[src/rtl/pipe_control.sv]
// Control path of a 5-stage in-order pipeline: decodes the ID opcode into
// control bundles, detects load-use hazards and carries the bundles through ID/EX, EX/MEM and MEM/WB.
module pipe_control #(
    parameter int RD_W      = 5,
    parameter int HAZARD_EN = 1,
    parameter int CNT_W     = 16
) (
    input  logic             clk_i,
    input  logic             rst_i,
    input  logic [31:0]      inst_i,
    input  logic             valid_i,
    input  logic             flush_i,
    output logic [2:0]       idex_ex_o,
    output logic [RD_W-1:0]  idex_rd_o,
    output logic [2:0]       exmem_mem_o,
    output logic [RD_W-1:0]  exmem_rd_o,
    output logic [1:0]       memwb_wb_o,
    output logic [RD_W-1:0]  memwb_rd_o,
    output logic             stall_o,
    output logic             illegal_o,
    output logic [CNT_W-1:0] stall_cnt_o,
    output logic [CNT_W-1:0] bubble_cnt_o
);

    // Control byte layout: {ALUSrc, ALUOp[1:0], Branch, MemRead, MemWrite, RegWrite, MemtoReg}
    logic [7:0]      w_ctl;
    logic            w_known;
    logic            w_rs2_used;
    logic [RD_W-1:0] w_rd;
    logic [RD_W-1:0] w_rs1;
    logic [RD_W-1:0] w_rs2;
    logic            w_stall;
    logic            w_bubble;

    logic [2:0]       r_idex_ex;
    logic [2:0]       r_idex_mem;
    logic [1:0]       r_idex_wb;
    logic [RD_W-1:0]  r_idex_rd;
    logic [2:0]       r_exmem_mem;
    logic [1:0]       r_exmem_wb;
    logic [RD_W-1:0]  r_exmem_rd;
    logic [1:0]       r_memwb_wb;
    logic [RD_W-1:0]  r_memwb_rd;
    logic             r_illegal;
    logic [CNT_W-1:0] r_stall_cnt;
    logic [CNT_W-1:0] r_bubble_cnt;

    always_comb begin
        w_ctl      = 8'b0;
        w_known    = 1'b1;
        w_rs2_used = 1'b0;
        case (inst_i[6:0])
            7'b0110011: begin w_ctl = 8'b0_10_000_10; w_rs2_used = 1'b1; end
            7'b0010011: w_ctl = 8'b1_11_000_10;
            7'b0000011: w_ctl = 8'b1_00_010_11;
            7'b0100011: begin w_ctl = 8'b1_00_001_00; w_rs2_used = 1'b1; end
            7'b1100011: begin w_ctl = 8'b0_01_100_00; w_rs2_used = 1'b1; end
            default:    w_known = 1'b0;
        endcase
    end

    assign w_rd  = RD_W'(inst_i[11:7]);
    assign w_rs1 = RD_W'(inst_i[19:15]);
    assign w_rs2 = RD_W'(inst_i[24:20]);

    // rs1 is read by every known opcode, so w_known doubles as rs1-used.
    assign w_stall = (HAZARD_EN != 0) && valid_i && r_idex_mem[1] && (r_idex_rd != '0) &&
                     ((w_known && (w_rs1 == r_idex_rd)) || (w_rs2_used && (w_rs2 == r_idex_rd)));

    // Unknown opcodes are squashed here so they never reach EX.
    assign w_bubble = flush_i || w_stall || !valid_i || !w_known;

    always_ff @(posedge clk_i) begin
        if (rst_i) begin
            r_idex_ex    <= '0;
            r_idex_mem   <= '0;
            r_idex_wb    <= '0;
            r_idex_rd    <= '0;
            r_exmem_mem  <= '0;
            r_exmem_wb   <= '0;
            r_exmem_rd   <= '0;
            r_memwb_wb   <= '0;
            r_memwb_rd   <= '0;
            r_illegal    <= 1'b0;
            r_stall_cnt  <= '0;
            r_bubble_cnt <= '0;
        end else begin
            if (w_bubble) begin
                r_idex_ex  <= '0;
                r_idex_mem <= '0;
                r_idex_wb  <= '0;
                r_idex_rd  <= '0;
            end else begin
                r_idex_ex  <= w_ctl[7:5];
                r_idex_mem <= w_ctl[4:2];
                r_idex_wb  <= w_ctl[1:0];
                r_idex_rd  <= w_rd;
            end
            r_exmem_mem <= r_idex_mem;
            r_exmem_wb  <= r_idex_wb;
            r_exmem_rd  <= r_idex_rd;
            r_memwb_wb  <= r_exmem_wb;
            r_memwb_rd  <= r_exmem_rd;
            r_illegal   <= valid_i && !flush_i && !w_known;
            if (w_stall && (r_stall_cnt != '1))
                r_stall_cnt <= r_stall_cnt + CNT_W'(1);
            if (valid_i && (flush_i || w_stall) && (r_bubble_cnt != '1))
                r_bubble_cnt <= r_bubble_cnt + CNT_W'(1);
        end
    end

    assign idex_ex_o    = r_idex_ex;
    assign idex_rd_o    = r_idex_rd;
    assign exmem_mem_o  = r_exmem_mem;
    assign exmem_rd_o   = r_exmem_rd;
    assign memwb_wb_o   = r_memwb_wb;
    assign memwb_rd_o   = r_memwb_rd;
    assign stall_o      = w_stall;
    assign illegal_o    = r_illegal;
    assign stall_cnt_o  = r_stall_cnt;
    assign bubble_cnt_o = r_bubble_cnt;

endmodule
[config.mk]
export PLATFORM = sky130hd
export DESIGN_NAME = pipe_control
export DESIGN_NICKNAME = d
export VERILOG_FILES = /design/src/rtl/pipe_control.sv
export SDC_FILE = /design/constraint.sdc
export NUM_CORES = 1
export LEC_CHECK = 0
export BUFFER_PORTS_ARGS = -buffer_cell sky130_fd_sc_hd__buf_2
export CORE_AREA = 2 2 85 87
export DETAILED_ROUTE_END_ITERATION = 7
export DIE_AREA = 0 0 87 89
export GPL_TIMING_DRIVEN = 0
export HOLD_SLACK_MARGIN = 0.06
export SYNTH_ARGS = -nofsm -noshare
export SYNTH_HDL_FRONTEND = slang
export SYNTH_SLANG_ARGS = --single-unit
[constraint.sdc]
create_clock -name clk_i -period 2.7 [get_ports clk_i]
set_input_delay 0.27 -clock clk_i [delete_from_list [all_inputs] [get_ports clk_i]]
set_output_delay 0.27 -clock clk_i [all_outputs]
set_load 0.005 [all_outputs]
Word-level counts from Yosys, hierarchy flattened
Index checks and enable logic that the tools add are counted.
{ "totals": {"memories": 0, "regBits": 63, "mem_bits_rw": 0, "romBits": 0, "latch_bits": 0, "output_inout_bits": 57, "input_bits": 36} }
{ "classes": {"shift": 0, "magnitude_cmp": 0, "n_div": 0, "eq_ne": 9, "n_reduce_logical": 21, "mul": 0, "n_bitwise": 0, "mux": 3, "addsub": 2} }
{ "ops": {"columns": ["operator", "count"], "rows": [
  ["one-hot mux 8 bit (5 select lines)", 1],
  ["adder 16 x 1 -> 16 bit, second input constant", 2],
  ["inequality test 16 bit, second input constant", 2],
  ["== test 7 x 6 -> 1 bit, second input constant", 2],
  ["== test 5 bit", 2],
  ["logical AND 1 bit", 10],
  ["== test 7 x 2 -> 1 bit, second input constant", 1],
  ["== test 7 x 5 -> 1 bit, second input constant", 1],
  ["== test 7 bit, second input constant", 1],
  ["nonzero test 5 bit", 1],
  ["OR reduction 5 bit", 1],
  ["logical OR 1 bit", 4],
  ["zero test 1 bit", 3],
  ["OR reduction 3 bit", 1],
  ["two-way mux 1 bit", 2],
  ["OR reduction 2 bit", 1]
]} }

Logic depth before layout (Yosys ltp)
Gate-level depths: netlist of the first run.
{ "depth": {"depth_word": 10, "ltp_mapped": 8, "mapped_depth_nobuf": 7} }

Least setup slack after synthesis of the first run
No wires, ideal clock.
{ "synth_path": {"path_kind": "register -> register", "startpoint": "register r_idex_rd[1], in the netlist idex_rd_o[1]", "endpoint": "register r_stall_cnt[14], in the netlist stall_cnt_o[14]", "path_stages_with_launch": 8, "synth_period_minus_slack_ps": 2005, "path_buffers": 0, "setup_ps": 121, "path_slack_ps": 695, "t_required_ps": 2579, "t_arrival_ps": 1885, "path_cell_list": "dfxtp_1 > xor2_1 > nor4_1 > o2111ai_1 > a21oi_4 > nand4_1 > nor3_1 > mux2_2"} }
{ "synth_between": {"elab_chain_len": 5} }
{ "synth_rtl": {"columns": ["element", "line_no", "rtl"], "rows": [
  ["start: declaration", "38", "logic [RD_W-1:0] r_idex_rd;"],
  ["start signal: assignment", "97", "r_idex_rd <= w_rd;"],
  ["== test 5 bit", "68", "((w_known && (w_rs1 == r_idex_rd)) || (w_rs2_used && (w_rs2 == r_idex_rd)));"],
  ["logical AND 1 bit", "68", null],
  ["logical OR 1 bit", "68", null],
  ["logical AND 1 bit *", "67", "assign w_stall = (HAZARD_EN != 0) && valid_i && r_idex_mem[1] && (r_idex_rd != '0) &&"],
  ["logical AND 1 bit *", "105", "if (w_stall && (r_stall_cnt != '1))"],
  ["end signal: assignment", "106", "r_stall_cnt <= r_stall_cnt + CNT_W'(1);"],
  ["end: declaration", "45", "logic [CNT_W-1:0] r_stall_cnt;"]
]} }
Mark *: on every way between the ends. The rest lies on a longest branch, timed or not.
A chain may end at the register's enable or synchronous reset.

Worst setup path in the final report of the first run
{ "layout_path": {"startpoint": "register r_idex_rd[1], in the netlist idex_rd_o[1]", "endpoint": "output port stall_o"} }
{ "layout_between": {"elab_chain_len": 4} }
{ "layout_rtl": {"columns": ["element", "line_no", "rtl"], "rows": [
  ["== test 5 bit", "68", null],
  ["logical AND 1 bit", "68", null],
  ["logical OR 1 bit", "68", null],
  ["logical AND 1 bit *", "67", null],
  ["end: declaration", "19", "output logic stall_o,"]
]} }
Marks and branches as above.

==> flow_summary.yaml, run 1 <==
status:
  status: "completed"
sta:
  finalMaxSlewViolations: 0
  rsz0062_at_grt: "no"
  fmax_ghz: 0.402
  finalSetupTns_ps: 0
  worst_slew_pin_slew_ps: 516
  hold_violations: 0
  max-slew-margin-rel_pct: 65.6
  period_share_pct: 92.1
  period_needed_ps: 2490
  clock_skew_ps: 10.5
  finalSetupViolations: 0
floorplan:
  initial_core_util_pct: 37.6
  die_x_um: 87
  core_area_um2: 6720
  die_h_um: 89
  rows: 30
  ios: 93
  dieArea_um2: 7740
job:
  drv_cap: 0
placement:
  gp_congestion: 0.788
  dp_hpwl_mm: 4.28
  port_buffers: 82
  place_inst: 432
global_routing:
  grt_max_degree: 11
  grt_pass1_vias: 1945
  grt_pass1_wl_mm: 9.25
  grt_overflow: 0
  track_usage_pct: 15.6
  antenna_found_initial: 0
cts:
  h-tree-depth: 3
  hold_buffers: 0
  root_buffer: "clkbuf_8"
  post_cts_buffers: 0
  cts_made_buffers: 9
  path_clk_slew_ps: 70
  clkSinkCount: 61
  cts_resized: 0
  tritoncts: "built"
  clock_latency_ps: 340
  cts_buffer_depth: 2
routing:
  drc_errors: 0
  via_count: 2173
  via_per_inst: 4.85
  ant_nets: 0
  wirelength_mm: 5.84
  wl_per_cell_um: 13.0
  first_pass_iters: 4
  drt_iter0_markers: 57
pwr:
  max-vdd-ir-drop_mv: 0.322
  power_density_nw_per_um2: 576
  cellLeakagePower_uw: 0.00147
synth:
  synth_top_area_share_pct: 48.4
  synth_seq_area_share_pct: 48.4
  synth_area_um2: 2520
  syn_nets: 308
  ys_types: 38
  syn_avg_cell_area_um2: 9.35
  synth.area.top_cells: "dfxtp_1, xor2_1, nor2_1, nor2b_1, and3_1"
  synth_largest_area_cell: "dfxtp_1"
  synth.ff_latch_count: 61
  synthCells: 270
  ys_warn_count: 0
finish:
  final_nets: 401
  layout-drive-gt1-share_pct: 28.8
  fillers: 654
  area_delta_synth_final_pct: 28.9
  num_antenna_cells: 0
  instances_no_fill: 448
critical_path:
  critPathMaxFanout: 10
  slowest_stage: "dfxtp_1"
  worstPathArrival_ps: 2220
  crit_type: "reg -> out"
  cp_top_family: "compound AO/OA/AOI/OAI gates"
  endpoint_kind: "output pin"
  required_ps: 2430
  cp.buffers_inverters: 2
  critPathMostFrequentCell: "buf_2"
  cp-start-kind: "flop"
  worst_path_largest_cell_delay_ps: 380
  cp_cell_sequence: "xor2_1 -> nor4_1 -> o2111ai_1 -> a21oi_4 -> buf_2 -> buf_2"
hold_path:
  hold_path_class: "in -> reg"
==> cells in the mapped netlist <==
library cell / instances
dfxtp_1: 61
nor2_1: 35
xor2_1: 26
nor2b_1: 19
nand2_1: 14
and3_1: 12
nand3_1: 12
nand4_1: 9
a21oi_1: 8
o211ai_1: 7
o21ai_0: 7
clkbuf_1: 6
and2_1: 5
nor3_1: 5
or3_1: 5
xnor2_1: 5
o2111ai_1: 4
or4_1: 4
inv_1: 3
buf_2: 2
ha_1: 2
mux2i_1: 2
o31ai_1: 2
a211oi_1: 1
a21boi_4: 1
a21oi_4: 1
and4_1: 1
and4b_1: 1
and4bb_2: 1
buf_4: 1
mux2_2: 1
nand2b_1: 1
nor4_1: 1
o2111ai_2: 1
o21ai_2: 1
o31a_1: 1
or2_2: 1
or3b_2: 1
==> path summary, 6_finish.rpt <==
kind / endpoint / cells past startpoint / from / slack, ps
min reg2reg: memwb_wb_o[1]$_SDFF_PP0_ / 1 / r_exmem_wb[1]$_SDFF_PP0_ / 440
min: idex_rd_o[1]$_SDFF_PP0_ / 2 / inst_i[8] / 150
max: stall_o / 6 / idex_rd_o[1]$_SDFF_PP0_ / 210
max reg2reg: stall_cnt_o[14]$_SDFFE_PP0P_ / 7 / idex_rd_o[1]$_SDFF_PP0_ / 260
==> cell families after synthesis <==
family	after synthesis	share of synthesized area [%]
compound gates	34	10.0
simple gates	127	26.6
mux	3	1.24
buf+inv	12	2.03
xor+xnor	31	10.8
flops	61	48.4
fa+ha+maj	2	0.991
==> state kept, by name, indices dropped and copies added (netlist names) <==
signal,count
stall_cnt_o,16
memwb_wb_o,2
r_exmem_wb,1
memwb_rd_o,5
exmem_mem_o,3
bubble_cnt_o,16
r_idex_wb,1
illegal_o,1
idex_rd_o,5
exmem_rd_o,5
r_idex_mem,3
idex_ex_o,3
==> worst register-to-register path, delay by kind of cell, from the launching register on <==
family	cells	cell delay, ps
flops	1	380
xor+xnor	1	180
compound gates	2	520
simple gates	3	880
mux	1	350
==> final cells by class <==
cell class                 count  area, um^2  area share (%)
tap                           80         100            3.08
multi-input combinational    197        1250            38.5
clock buffer                  13         149            4.58
clock inverter                 3        68.8            2.12
timing repair buffer          82         410            12.6
sequential                    61        1220            37.6
inverter                       3        11.3           0.346
buffer                         9        40.0            1.23
==> report_power, final <==
group	switching (uW)	internal, uW
registers	4.67	903
logic	40.5	28.3
clock network	350	548
==> routing by layer <==
metal / vias to the layer above / track usage (%) / routed length [um]
met4: 0 / 9.38 / 116
met1: 969 / 20.8 / 2870
li1: 1130 / - / -
met3: 9 / 4.34 / 369
met5: - / 0 / 0
met2: 65 / 22.3 / 2490
==> layout by cell type (no fill, tap or decap), types with 7 or more instances in the layout <==
cell type  count
nor2b_1       19
xor2_1        26
nand2_1       14
nand4_1        9
clkbuf_1       9
buf_2         84
dfxtp_1       61
nand3_1       12
and3_1        12
o211ai_1       7
clkbuf_8      10
nor2_1        35
o21ai_0        7
a21oi_1        8
==> per-stage QoR <==
| stage | util, % | total power (uW) | hold slack [ps] | instance area (um^2) | worst slack (ps) |
|---|---|---|---|---|---|
| 6_report | 48.4 | 1870 | 146 | 3250 | 214 |
| 5_1_grt | 48.4 | 1940 | 148 | 3250 | 17.0 |
| 2_1_floorplan | - | 959 | 348 | 2520 | 695 |
| 3_3_place_gp | 45.2 | 996 | 425 | 3030 | 292 |
| 4_1_cts | 48.4 | 1900 | 136 | 3250 | 192 |
| 3_5_place_dp | 45.2 | 997 | 422 | 3030 | 263 |
Power figures use the tool's default switching activity.
==> run 2: changes to the inputs <==
CORE_AREA = 2 2 75 77   (was 2 2 85 87)
DIE_AREA = 0 0 77 79   (was 0 0 87 89)
PLACE_DENSITY = 0.78   (was unset)
RECOVER_POWER = 25   (was unset)
==> flow_summary.yaml, run 2 (same netlist as run 1, synthesis figures left out) <==
status:
  status: "completed"
sta:
  fmax_ghz: 0.414
  worst_slack_ps: 284
  period_needed_ps: 2420
  hold_violations: 0
  clock_skew_ps: 4.37
  finalSetupViolations: 0
  period_share_pct: 89.5
  max-slew-margin-rel_pct: 64.4
  rsz0062_at_grt: "no"
  finalSetupTns_ps: 0
  finalMaxSlewViolations: 0
  worst_slew_pin_slew_ps: 533
cts:
  clock_latency_ps: 330
  tritoncts: "built"
  root_buffer: "clkbuf_8"
  h-tree-depth: 3
  cts_resized: 0
  cts_made_buffers: 9
  path_clk_slew_ps: 70
  cts_buffer_depth: 2
  clkSinkCount: 61
  post_cts_buffers: 0
  hold_buffers: 0
hold_path:
  min_to: "idex_rd_o[2]$_SDFF_PP0_"
  hold_path_class: "in -> reg"
  hold_start: "inst_i[9]"
  holdPathStages: 2
global_routing:
  grt_pass1_wl_mm: 9.36
  grt_max_degree: 12
  track_usage_pct: 19.7
  grt_overflow: 0
  antenna_found_initial: 0
  grt_pass1_vias: 1963
finish:
  layout_common_cells: "buf_2, dfxtp_1, nor2_1"
  final_nets: 401
  num_antenna_cells: 0
  instances_no_fill: 440
  layout-drive-gt1-share_pct: 28.3
  final_common_cell: "buf_2"
  area_delta_synth_final_pct: 29.4
critical_path:
  required_ps: 2430
  reg2reg_from: "idex_rd_o[4]$_SDFF_PP0_"
  endpoint_kind: "output pin"
  cp.buffers_inverters: 2
  r2r_setup_slack_ps: 330
  worst_path_largest_cell_delay_ps: 370
  crit_type: "reg -> out"
  cp_top_family: "compound AO/OA/AOI/OAI gates"
  slowest_stage: "dfxtp_1"
  critPathMostFrequentCell: "buf_2"
  r2r-end: "stall_cnt_o[14]$_SDFFE_PP0P_"
  critPathMaxFanout: 10
  rr_worst_depth: 7
  cp_cell_sequence: "xor2_1 -> nor4_1 -> o2111ai_1 -> a21oi_4 -> buf_2 -> buf_2"
  cp-start-kind: "flop"
  worstPathArrival_ps: 2150
pwr:
  cellLeakagePower_uw: 0.00147
  p_clk_share_pct: 50.5
  max-vdd-ir-drop_mv: 0.422
  total_power_uw: 1970
  p_sw_share_pct: 20.5
  p_switching_uw: 403
  power_frac_seq_pct: 46.0
  p_int_uw: 1570
  power_density_nw_per_um2: 604
  combPwrFrac_pct: 3.5
placement:
  port_buffers: 82
  gp_congestion: 0.781
  dp_hpwl_mm: 4.14
  pre_cts_ws_ps: 304
  place_inst: 424
routing:
  via_count: 2257
  drt_iter0_markers: 162
  via_per_inst: 5.13
  wirelength_mm: 5.90
  ant_nets: 0
  first_pass_iters: 4
  wl_per_cell_um: 13.4
  drc_errors: 0
floorplan:
  ios: 93
  die_h_um: 79
  core_area_um2: 5340
  die_x_um: 77
  initial_core_util_pct: 47.3
  rows: 27
  dieArea_um2: 6080
job:
  drv_cap: 0
==> run 2: changes by cell type in the layout (fill, tap and decap cells not counted) <==
cell and delta:
clkbuf_1 +2, buf_2 -5, clkinv_2 +2, clkinv_4 -1
inv_6 +1, bufinv_16 +1
==> run 2: power by group through the flow <==
stage               Combinational [uW]  Sequential (uW)  Clock, uW
floorplan                         32.2              927          0
global placement                  67.1              928          0
detailed placement                68.9              928          0
CTS                               70.2              907       1010
global route                      76.6              907       1060
finish                            69.3              907        996
==> run 2: metrics by stage <==
stage	utilization (%)	area [um^2]	hold WS, ps
after global routing	61.2	3260	143
after CTS	61.3	3270	148
final	61.2	3260	157
after floorplan	-	2520	348
after detailed placement	56.7	3020	428
after global placement	56.7	3020	424
==> run 2: how the worst max path moves through the flow <==
stage	from	to	slack (ps)	cells after the start
detailed placement	inst_i[2]	stall_cnt_o[14]$_SDFFE_PP0P_	300	8
global placement	inst_i[2]	stall_cnt_o[14]$_SDFFE_PP0P_	350	8
finish	idex_rd_o[4]$_SDFF_PP0_	stall_o	280	6
CTS	idex_rd_o[1]$_SDFF_PP0_	stall_o	270	6
floorplan	idex_rd_o[1]$_SDFF_PP0_	stall_cnt_o[14]$_SDFFE_PP0P_	690	7
global route	idex_rd_o[4]$_SDFF_PP0_	stall_o	60	6
==> run 2: layout make-up <==
type,count,area [um^2]
Buffer,9,40.0
Clock buffer,10,138
Clock inverter,6,109
Fill cell,489,2070
Inverter,3,11.3
Multi-Input combinational cell,197,1250
Sequential cell,61,1220
Tap cell,72,90.1
Timing Repair Buffer,82,404
==> run 2: per-layer routing <==
layer	part of all wire, %	up-vias	GRT usage [%]
li1	-	1138	-
met1	45	1035	25.8
met2	48	77	30.6
met3	5.5	7	6.59
met4	1.3	0	6.79
met5	0	-	0
==> run 2: worst register-to-register path, cell delays in order (launching register included) <==
cell and delay (ps):
dfxtp_1 370, xor2_1 190, nor4_1 300, o2111ai_1 230
a21oi_4 290, nand4_1 290, nor3_1 230, mux2_2 360
==> run 3: changes to the inputs <==
REMOVE_ABC_BUFFERS = 1   (was unset)
==> flow_summary.yaml, run 3 (same netlist as run 1, synthesis figures left out) <==
status:
  status: "complete, but fails checks"
  violations: "max-capacitance violations, max-slew violations"
sta:
  clock_skew_ps: 8.37
  max-slew-margin-rel_pct: -47.2
  rsz0062_at_grt: "no"
  hold_violations: 0
  fmax_ghz: 0.399
  hold_slack_ps: 170
  period_share_pct: 92.9
  finalSetupTns_ps: 0
  period_needed_ps: 2510
  worst_slew_pin_slew_ps: 2210
  finalMaxSlewViolations: 52
  finalSetupViolations: 0
critical_path:
  r2r-end: "bubble_cnt_o[8]$_SDFFE_PP0P_"
  critPathMaxFanout: 8
  endpoint_kind: "flop"
  required_ps: 2930
  rr_worst_depth: 8
  cp-start-kind: "flop"
  reg2reg_from: "idex_rd_o[4]$_SDFF_PP0_"
  worstPathArrival_ps: 2740
  r2r_setup_slack_ps: 190
  crit_type: "reg -> reg"
finish:
  layout_common_cells: "buf_2, dfxtp_1, nor2_1"
  fillers: 504
  final_common_cell: "buf_2"
  area_delta_synth_final_pct: 27.3
  final_nets: 396
  num_antenna_cells: 0
  layout-drive-gt1-share_pct: 28.9
routing:
  wirelength_mm: 5.60
  wl_per_cell_um: 12.9
  first_pass_iters: 4
  drc_errors: 0
  ant_nets: 0
  drt_iter0_markers: 82
  via_per_inst: 5.02
  via_count: 2183
cts:
  root_buffer: "clkbuf_8"
  cts_buffer_depth: 2
  clkSinkCount: 61
  cts_made_buffers: 9
  h-tree-depth: 3
  path_clk_slew_ps: 70
  tritoncts: "built"
  clock_latency_ps: 330
hold_path:
  hold_start: "inst_i[11]"
  holdPathStages: 2
  hold_path_class: "in -> reg"
  min_to: "idex_rd_o[4]$_SDFF_PP0_"
global_routing:
  grt_max_degree: 52
  antenna_found_initial: 0
  grt_pass1_vias: 1958
  grt_pass1_wl_mm: 8.96
  grt_overflow: 0
  track_usage_pct: 18.5
floorplan:
  rows: 27
  dieArea_um2: 6080
  core_area_um2: 5340
  ios: 93
  initial_core_util_pct: 47.3
  die_x_um: 77
  die_h_um: 79
placement:
  port_buffers: 82
  gp_congestion: 0.803
  dp_hpwl_mm: 3.73
job:
  drv_cap: 1
pwr:
  max-vdd-ir-drop_mv: 0.352
  cellLeakagePower_uw: 0.00143
  power_density_nw_per_um2: 554
[run 3: worst max-delay path, cell delays in order (launching register included)]
cell       delay, ps
dfxtp_1          360
xor2_1           180
nor4_1           400
o2111ai_2        280
a21oi_4          250
buf_4            170
o21ai_2          120
or4_1            500
a21oi_1          140
[run 3: worst max path at each step]
stage / slack (ps) / start / endpoint / cells after the start
finish: 190 / idex_rd_o[4]$_SDFF_PP0_ / bubble_cnt_o[8]$_SDFFE_PP0P_ / 8
CTS: 200 / idex_rd_o[4]$_SDFF_PP0_ / bubble_cnt_o[8]$_SDFFE_PP0P_ / 8
floorplan: 380 / idex_rd_o[1]$_SDFF_PP0_ / stall_cnt_o[14]$_SDFFE_PP0P_ / 7
global placement: -170 / inst_i[21] / stall_cnt_o[14]$_SDFFE_PP0P_ / 8
detailed placement: -170 / inst_i[21] / stall_cnt_o[14]$_SDFFE_PP0P_ / 8
global route: 0.2 / idex_rd_o[4]$_SDFF_PP0_ / stall_cnt_o[14]$_SDFFE_PP0P_ / 7
[run 3: power breakdown]
part / switching [uW] / internal [uW]
Sequential: 4.34 / 903
Clock: 358 / 450
Combinational: 40.5 / 26.4
Total: 403 / 1380
[run 3: layout make-up]
cell class              instances  area, um^2  area share (%)
inverters                       3        11.3           0.350
well taps                      72        90.1            2.80
clock inverters                 6        61.3            1.91
multi-input cells             198        1270            39.4
clock buffers                  10         138            4.28
repair buffers                 85         425            13.2
flip-flops and latches         61        1220            38.0
[run 3: routing by layer]
metal | wire (um) | vias up | GRT usage, %
li1 | - | 1119 | -
met1 | 2590 | 1003 | 23.2
met2 | 2660 | 49 | 29.9
met3 | 206 | 12 | 3.98
met4 | 138 | 0 | 10.2
met5 | 0 | - | 0
[run 3: repair_timing]
item                       in CTS  in global routing
hold buffers                    0                  0
gates resized for setup         0                  1
setup buffers                   3                  0
pin swaps                       1                  0
cloned                          1                  0
setup endpoints to repair       5                  1
[run 3: through the flow]
stage / power, uW / cells / utilization [%] / setup slack (ps) / area (um^2)
finish: 1780 / 435 / 60.2 / 192 / 3210
global route: 1850 / 435 / 60.2 / 0.203 / 3210
CTS: 1800 / 435 / 60.2 / 196 / 3210
detailed placement: 993 / 415 / 55.9 / -172 / 2980
global placement: 992 / 415 / 55.9 / -168 / 2980
floorplan: 949 / 261 / - / 384 / 2480
